`config.mk`:
```
export PLATFORM = sky130hd
export DESIGN_NAME = multi_ctrl
export DESIGN_NICKNAME = d
export VERILOG_FILES = /design/src/rtl/multi_ctrl_pkg.sv /design/src/rtl/multi_ctrl_outdec.sv /design/src/rtl/multi_ctrl.sv
export SDC_FILE = /design/constraint.sdc
export NUM_CORES = 1
export LEC_CHECK = 0
export ABC_AREA = 1
export CORE_ASPECT_RATIO = 0.7
export CORE_MARGIN = 3
export CORE_UTILIZATION = 51
export CTS_CLUSTER_DIAMETER = 200
export DETAILED_ROUTE_END_ITERATION = 7
export GPL_TIMING_DRIVEN = 0
export PLACE_DENSITY = 0.92
export SYNTH_ARGS = -nofsm -noshare
export SYNTH_HDL_FRONTEND = slang
export SYNTH_SLANG_ARGS = --single-unit
```
`constraint.sdc`:
```
create_clock -name clk -period 1.8 [get_ports clk]
set_input_delay 0.27 -clock clk [delete_from_list [all_inputs] [get_ports clk]]
set_output_delay 0.27 -clock clk [all_outputs]
set_load 0.1 [all_outputs]
```
`src/rtl/multi_ctrl_pkg.sv`:
```
// Shared encodings for the multi-cycle MIPS main control unit: opcodes, FSM
// states, datapath mux selects and the packed control word.
package multi_ctrl_pkg;

  localparam int OP_W = 6;
  localparam int ST_W = 4;

  localparam logic [OP_W-1:0] OP_R    = 6'b000000;
  localparam logic [OP_W-1:0] OP_LW   = 6'b100011;
  localparam logic [OP_W-1:0] OP_SW   = 6'b101011;
  localparam logic [OP_W-1:0] OP_BEQ  = 6'b000100;
  localparam logic [OP_W-1:0] OP_BNE  = 6'b000101;
  localparam logic [OP_W-1:0] OP_J    = 6'b000010;
  localparam logic [OP_W-1:0] OP_ADDI = 6'b001000;

  typedef enum logic [ST_W-1:0] {
    FETCH   = 4'd0,
    DECODE  = 4'd1,
    MEMADDR = 4'd2,
    MEMRD   = 4'd3,
    MEMWB   = 4'd4,
    MEMWR   = 4'd5,
    EXEC    = 4'd6,
    RWB     = 4'd7,
    BRANCH  = 4'd8,
    JUMP    = 4'd9,
    ADDI_EX = 4'd10,
    ADDI_WB = 4'd11
  } state_t;

  localparam logic [1:0] ALU_ADD   = 2'b00;
  localparam logic [1:0] ALU_SUB   = 2'b01;
  localparam logic [1:0] ALU_FUNCT = 2'b10;

  localparam logic [1:0] SRCB_B       = 2'b00;
  localparam logic [1:0] SRCB_FOUR    = 2'b01;
  localparam logic [1:0] SRCB_IMM     = 2'b10;
  localparam logic [1:0] SRCB_IMM_SH2 = 2'b11;

  localparam logic [1:0] PCSRC_ALU    = 2'b00;
  localparam logic [1:0] PCSRC_ALUOUT = 2'b01;
  localparam logic [1:0] PCSRC_JUMP   = 2'b10;

  typedef struct packed {
    logic       pc_write;
    logic       pc_write_cond;
    logic       branch_ne;
    logic       iord;
    logic       mem_read;
    logic       mem_write;
    logic       ir_write;
    logic       mem_to_reg;
    logic       reg_dst;
    logic       reg_write;
    logic       alu_src_a;
    logic [1:0] alu_src_b;
    logic [1:0] alu_op;
    logic [1:0] pc_source;
    logic       retire;
  } ctrl_t;

endpackage

```
`src/rtl/multi_ctrl_outdec.sv`:
```
// Moore output decode: state (plus mem_ready for the handshake states and the
// latched BNE flag) to control word. Unused encodings decode to all zeros.
module multi_ctrl_outdec
  import multi_ctrl_pkg::*;
(
  input  state_t state,
  input  logic   mem_ready,
  input  logic   is_bne,
  output ctrl_t  ctrl
);

  always_comb begin
    ctrl = '0;
    case (state)
      FETCH: begin
        ctrl.mem_read  = 1'b1;
        ctrl.alu_src_b = SRCB_FOUR;
        ctrl.alu_op    = ALU_ADD;
        ctrl.pc_source = PCSRC_ALU;
        ctrl.ir_write  = mem_ready;
        ctrl.pc_write  = mem_ready;
      end
      DECODE: begin
        ctrl.alu_src_b = SRCB_IMM_SH2;
        ctrl.alu_op    = ALU_ADD;
      end
      MEMADDR, ADDI_EX: begin
        ctrl.alu_src_a = 1'b1;
        ctrl.alu_src_b = SRCB_IMM;
        ctrl.alu_op    = ALU_ADD;
      end
      MEMRD: begin
        ctrl.mem_read = 1'b1;
        ctrl.iord     = 1'b1;
      end
      MEMWB: begin
        ctrl.reg_write  = 1'b1;
        ctrl.mem_to_reg = 1'b1;
        ctrl.retire     = 1'b1;
      end
      MEMWR: begin
        ctrl.mem_write = 1'b1;
        ctrl.iord      = 1'b1;
        ctrl.retire    = mem_ready;
      end
      EXEC: begin
        ctrl.alu_src_a = 1'b1;
        ctrl.alu_src_b = SRCB_B;
        ctrl.alu_op    = ALU_FUNCT;
      end
      RWB: begin
        ctrl.reg_write = 1'b1;
        ctrl.reg_dst   = 1'b1;
        ctrl.retire    = 1'b1;
      end
      BRANCH: begin
        ctrl.alu_src_a     = 1'b1;
        ctrl.alu_src_b     = SRCB_B;
        ctrl.alu_op        = ALU_SUB;
        ctrl.pc_write_cond = 1'b1;
        ctrl.pc_source     = PCSRC_ALUOUT;
        ctrl.branch_ne     = is_bne;
        ctrl.retire        = 1'b1;
      end
      JUMP: begin
        ctrl.pc_write  = 1'b1;
        ctrl.pc_source = PCSRC_JUMP;
        ctrl.retire    = 1'b1;
      end
      ADDI_WB: begin
        ctrl.reg_write = 1'b1;
        ctrl.retire    = 1'b1;
      end
      default: ctrl = '0;
    endcase
  end

endmodule

```
`src/rtl/multi_ctrl.sv`:
```
// Multi-cycle MIPS main control: state register, next-state logic, opcode-class
// latch, illegal-opcode trap and retired-instruction counter.
module multi_ctrl
  import multi_ctrl_pkg::*;
#(
  parameter int CNT_W = 32
) (
  input  logic             clk,
  input  logic             rst,
  input  logic [OP_W-1:0]  op,
  input  logic             mem_ready,
  output logic             PCWrite,
  output logic             PCWriteCond,
  output logic             BranchNE,
  output logic             IorD,
  output logic             MemRead,
  output logic             MemWrite,
  output logic             IRWrite,
  output logic             MemToReg,
  output logic             RegDst,
  output logic             RegWrite,
  output logic             ALUSrcA,
  output logic [1:0]       ALUSrcB,
  output logic [1:0]       ALUop,
  output logic [1:0]       PCSource,
  output logic             illegal,
  output logic             instr_done,
  output logic [CNT_W-1:0] retired
);

  state_t state, state_nx;
  logic   is_store, is_bne, op_legal;
  ctrl_t  cw, ctrl;

  always_ff @(posedge clk) begin
    if (rst) state <= FETCH;
    else     state <= state_nx;
  end

  // Only the opcode class survives DECODE; op is not trusted afterwards.
  always_ff @(posedge clk) begin
    if (rst) begin
      is_store <= 1'b0;
      is_bne   <= 1'b0;
    end else if (state == DECODE) begin
      is_store <= (op == OP_SW);
      is_bne   <= (op == OP_BNE);
    end
  end

  always_comb begin
    op_legal = 1'b1;
    case (op)
      OP_R, OP_LW, OP_SW, OP_BEQ, OP_BNE, OP_J, OP_ADDI: op_legal = 1'b1;
      default: op_legal = 1'b0;
    endcase
  end

  always_comb begin
    state_nx = FETCH;
    case (state)
      FETCH:   state_nx = mem_ready ? DECODE : FETCH;
      DECODE: begin
        case (op)
          OP_R:          state_nx = EXEC;
          OP_LW, OP_SW:  state_nx = MEMADDR;
          OP_BEQ, OP_BNE: state_nx = BRANCH;
          OP_J:          state_nx = JUMP;
          OP_ADDI:       state_nx = ADDI_EX;
          default:       state_nx = FETCH;
        endcase
      end
      MEMADDR: state_nx = is_store ? MEMWR : MEMRD;
      MEMRD:   state_nx = mem_ready ? MEMWB : MEMRD;
      MEMWR:   state_nx = mem_ready ? FETCH : MEMWR;
      EXEC:    state_nx = RWB;
      ADDI_EX: state_nx = ADDI_WB;
      default: state_nx = FETCH;
    endcase
  end

  multi_ctrl_outdec u_outdec (
    .state     (state),
    .mem_ready (mem_ready),
    .is_bne    (is_bne),
    .ctrl      (cw)
  );

  // Reset blanks every output, including the FETCH word of the reset state.
  always_comb begin
    ctrl = cw;
    if (rst) ctrl = '0;
  end

  always_ff @(posedge clk) begin
    if (rst)              retired <= '0;
    else if (ctrl.retire) retired <= retired + CNT_W'(1);
  end

  assign illegal     = !rst && (state == DECODE) && !op_legal;
  assign instr_done  = ctrl.retire;
  assign PCWrite     = ctrl.pc_write;
  assign PCWriteCond = ctrl.pc_write_cond;
  assign BranchNE    = ctrl.branch_ne;
  assign IorD        = ctrl.iord;
  assign MemRead     = ctrl.mem_read;
  assign MemWrite    = ctrl.mem_write;
  assign IRWrite     = ctrl.ir_write;
  assign MemToReg    = ctrl.mem_to_reg;
  assign RegDst      = ctrl.reg_dst;
  assign RegWrite    = ctrl.reg_write;
  assign ALUSrcA     = ctrl.alu_src_a;
  assign ALUSrcB     = ctrl.alu_src_b;
  assign ALUop       = ctrl.alu_op;
  assign PCSource    = ctrl.pc_source;

endmodule

```
==> summary.txt <==
Setup path
  – Delay of the slowest cell on the worst path: about 0.4 ns
  – CP Buf/Inv Count: 3
  – Worst-path cell chain: inv_2 > nor2_4 > nand2_4 > buf_4 > nand2_2 > o21ai_4 > nor2_4 > buf_12
  – Crit Path Class: flip-flop to output port
  – Top delay family on crit path: simple AND/OR/NAND/NOR gates
  – Worst setup EP type: output port
  – RR Startpoint: retired[2]
  – Crit path launch type: flip-flop
  – R2R cell count: 8
  – Worst path slowest cell: dfxtp_4
  – CP dominant cell by count: nor2_4
  – Setup slack, reg-to-reg: -0.13 ns
  – WP data required: 1.53 ns
  – CP arrival: 1.74 ns
  – Reg2reg end: retired[19]
  – Worst-path maximum fanout: 6

Timing
  – Fmax: between 400 and 500 MHz
  – Min cycle time layout: approximately 2.0 ns
  – Worst Max-Slew Pin Slew: between 0.9 and 1 ns
  – Final WS setup: -0.2083 ns
  – Relative slew slack: between 30% and 40%
  – Final period utilization: 111.6%
  – # setup viols final: 21
  – RSZ-0062 raised after global routing: true
  – Final setup skew: slightly above 0.007 ns
  – Final Hold Viols: 0
  – Max Slew Vio Count: 0
  – Final hold slack: roughly 0.38 ns

Hold path
  – Hold Path Depth: 4
  – Hold Startpoint: op[2]
  – Worst hold endpoint: state[1]
  – Hold crit path type: input port to flip-flop

Die
  – # IOs: 60
  – Full die area: just over 6000 um2
  – Initial core utilization: between 50% and 60%
  – Die height: between 60 and 70 um
  – Die width: approximately 92 um
  – Core area: approximately 4900 um2
  – Row count: 21

Route
  – Via-per-instance ratio: a little under 6
  – Top Layer Used: met4
  – Average wire per standard cell: 18.29 um
  – Pre-Repair DR Iteration Count: 6
  – Post-DRT Antenna Nets: 0
  – WL met3: 1.473 mm
  – Number of remaining DRC errors: 0
  – Drt total wl: 11.38 mm
  – WL met1: ~4.3 mm
  – First DRT Iteration DRCs: between 700 and 800
  – DR WL met2: slightly above 5 mm
  – Vias: around 3700

CTS
  – CTS Buf Count: 5
  – Clk_lat worst skew: ~0.3 ns
  – Clock slew at reported path FFs: approximately 0.08 ns
  – H-tree levels: 2
  – CTS sink count: 38
  – Clk buf depth: 2
  – Hold_buf cts: 0
  – CTS tree: done
  – CTS root buf: clkbuf_8

Synth
  – Largest area contributor in the netlist: dfxtp_1
  – Mapped cell area: between 2000 and 3000 um2
  – Number of flops mapped to enable cells by yosys: 0
  – Primary FF master, synth: dfxtp_1
  – Async SR Flop Fraction: 0%
  – Synthesized net count: ~480
  – Post-synthesis register bit count: 38
  – Top post-synthesis cells by count: nand2_1 (151), nor2_1 (90), inv_1 (58)
  – Area contributors post-synth: dfxtp_1 (29%), nand2_1 (22%), nor2_1 (13%)
  – Count leader, synth: nand2_1
  – Cells after Synth: 465
  – Yosys cell types: 31
  – Synth warn: 0
  – Post-synthesis sequential area ratio: between 20% and 30%
  – Synth Area per Inst: ~5.7 um2
  – Yosys top cell area share: a little under 30%

Cells and area
  – Layout Nets: around 560
  – Ant. Diodes: 0
  – Final Core Density: 83.00%
  – Layout cell share with drive strength beyond 1: 32.55%
  – Syn-to-layout area delta: 54.09%
  – Finished Cell Area: 4056 um2

Job
  – Max-cap violation count: 0

Global route
  – Total GRT Usage: about a third
  – Grt total ovfl: 0
  – Largest net degree at the start of global routing: 12
  – Vias in the first global route: between 3000 and 4000
  – Global-route wire length before repair: between 15 and 20 mm
  – Initial antenna violation count: 0

Power and ir drop
  – Pleak: roughly 1.6 nW
  – PwrDens: between 400 and 500 nW/um2
  – Maximum VDD drop: around 0.00027 V

Run status
  – Failing checks: setup timing
  – Status: finished, violations left

Placement
  – IO Port Bufs: between 50 and 60
  – DP HPWL: around 6.6 mm
  – Dpl cell area: 3523 um2
  – Routability cong.: around 0.95
cell type report:
cell class	instances	area (um2)
multi-input cells	355	1866
repair buffers	80	840.8
fillers	304	830.8
flip-flops and latches	38	817.0
inverters	60	232.7
plain buffers	12	122.6
clock buffers	7	86.33
well taps	69	86.33
clock inverters	1	5.005
flip-flops by register name (all words and copies together) (netlist names):
signal	flops
is_store	1
is_bne	1
retired	32
state	4
where the power goes:
part / switching (mW) / leakage [nW] / internal (mW)
Sequential: 0.00963 / 0.325 / 0.838
Clock: 0.335 / 0.0482 / 0.310
Combinational: 0.193 / 1.23 / 0.0871
how the worst max path moves through the flow:
stage              from  cells after the start          end  slack, ns
2_1_floorplan  state[0]                      4      illegal      -0.30
3_3_place_gp        rst                      5   ALUSrcB[1]      -1.67
3_5_place_dp        rst                      5   ALUSrcB[1]      -1.70
4_1_cts        state[2]                      8   instr_done      -0.09
5_1_grt        state[2]                      8  PCSource[0]      -0.26
6_report       state[2]                      8     RegWrite      -0.21
cell usage in the layout, fill, tap and decap left out, types with 7 or more instances in the layout:
cell,instances
a21oi_1,27
inv_2,8
clkbuf_8,8
dfxtp_2,27
nor3_1,7
buf_4,19
clkbuf_2,18
buf_6,10
buf_12,15
nor2_1,71
nor2_4,21
inv_1,49
clkdlybuf4s15_2,8
nand2_2,7
nand2_1,143
nand3_1,30
metrics by stage:
step	setup slack, ns	instances	setup TNS, ns	power [mW]
final	-0.2083	622	-2.146	1.773
after detailed placement	-1.704	593	-35.57	1.088
after global routing	-0.2612	622	-3.625	1.802
after floorplan	-0.2967	465	-0.8611	1.021
after global placement	-1.673	593	-34.02	1.084
after CTS	-0.09493	614	-0.4173	1.727
layer usage:
metal / track usage, % / up-vias
li1: - / 1633
met1: 44.52 / 1660
met2: 53.27 / 336
met3: 6.940 / 68
met4: 14.63 / 0
met5: 0 / -
cells by family after synthesis:
kind of cell	count (synthesis)	share of synthesized area [%]
compound gates	48	9.744
fa+ha+maj	1	0.4752
simple gates	301	47.91
buf+inv	72	11.31
flops	38	28.90
xor+xnor	5	1.663
repair_timing:
item                                    4_1_cts  5_1_grt
resized for setup                           268       62
endpoints found under the setup margin       67       57
endpoints found under the hold margin         0        0
pin swaps                                    15       12
setup buffers                                13        9
tightest hold or removal path, cell delays in order:
cell      delay (ns)
clkbuf_2        0.15
inv_1           0.07
nand3_1         0.08
a21oi_1         0.07
Note: power is estimated with default switching activity, not from simulation.
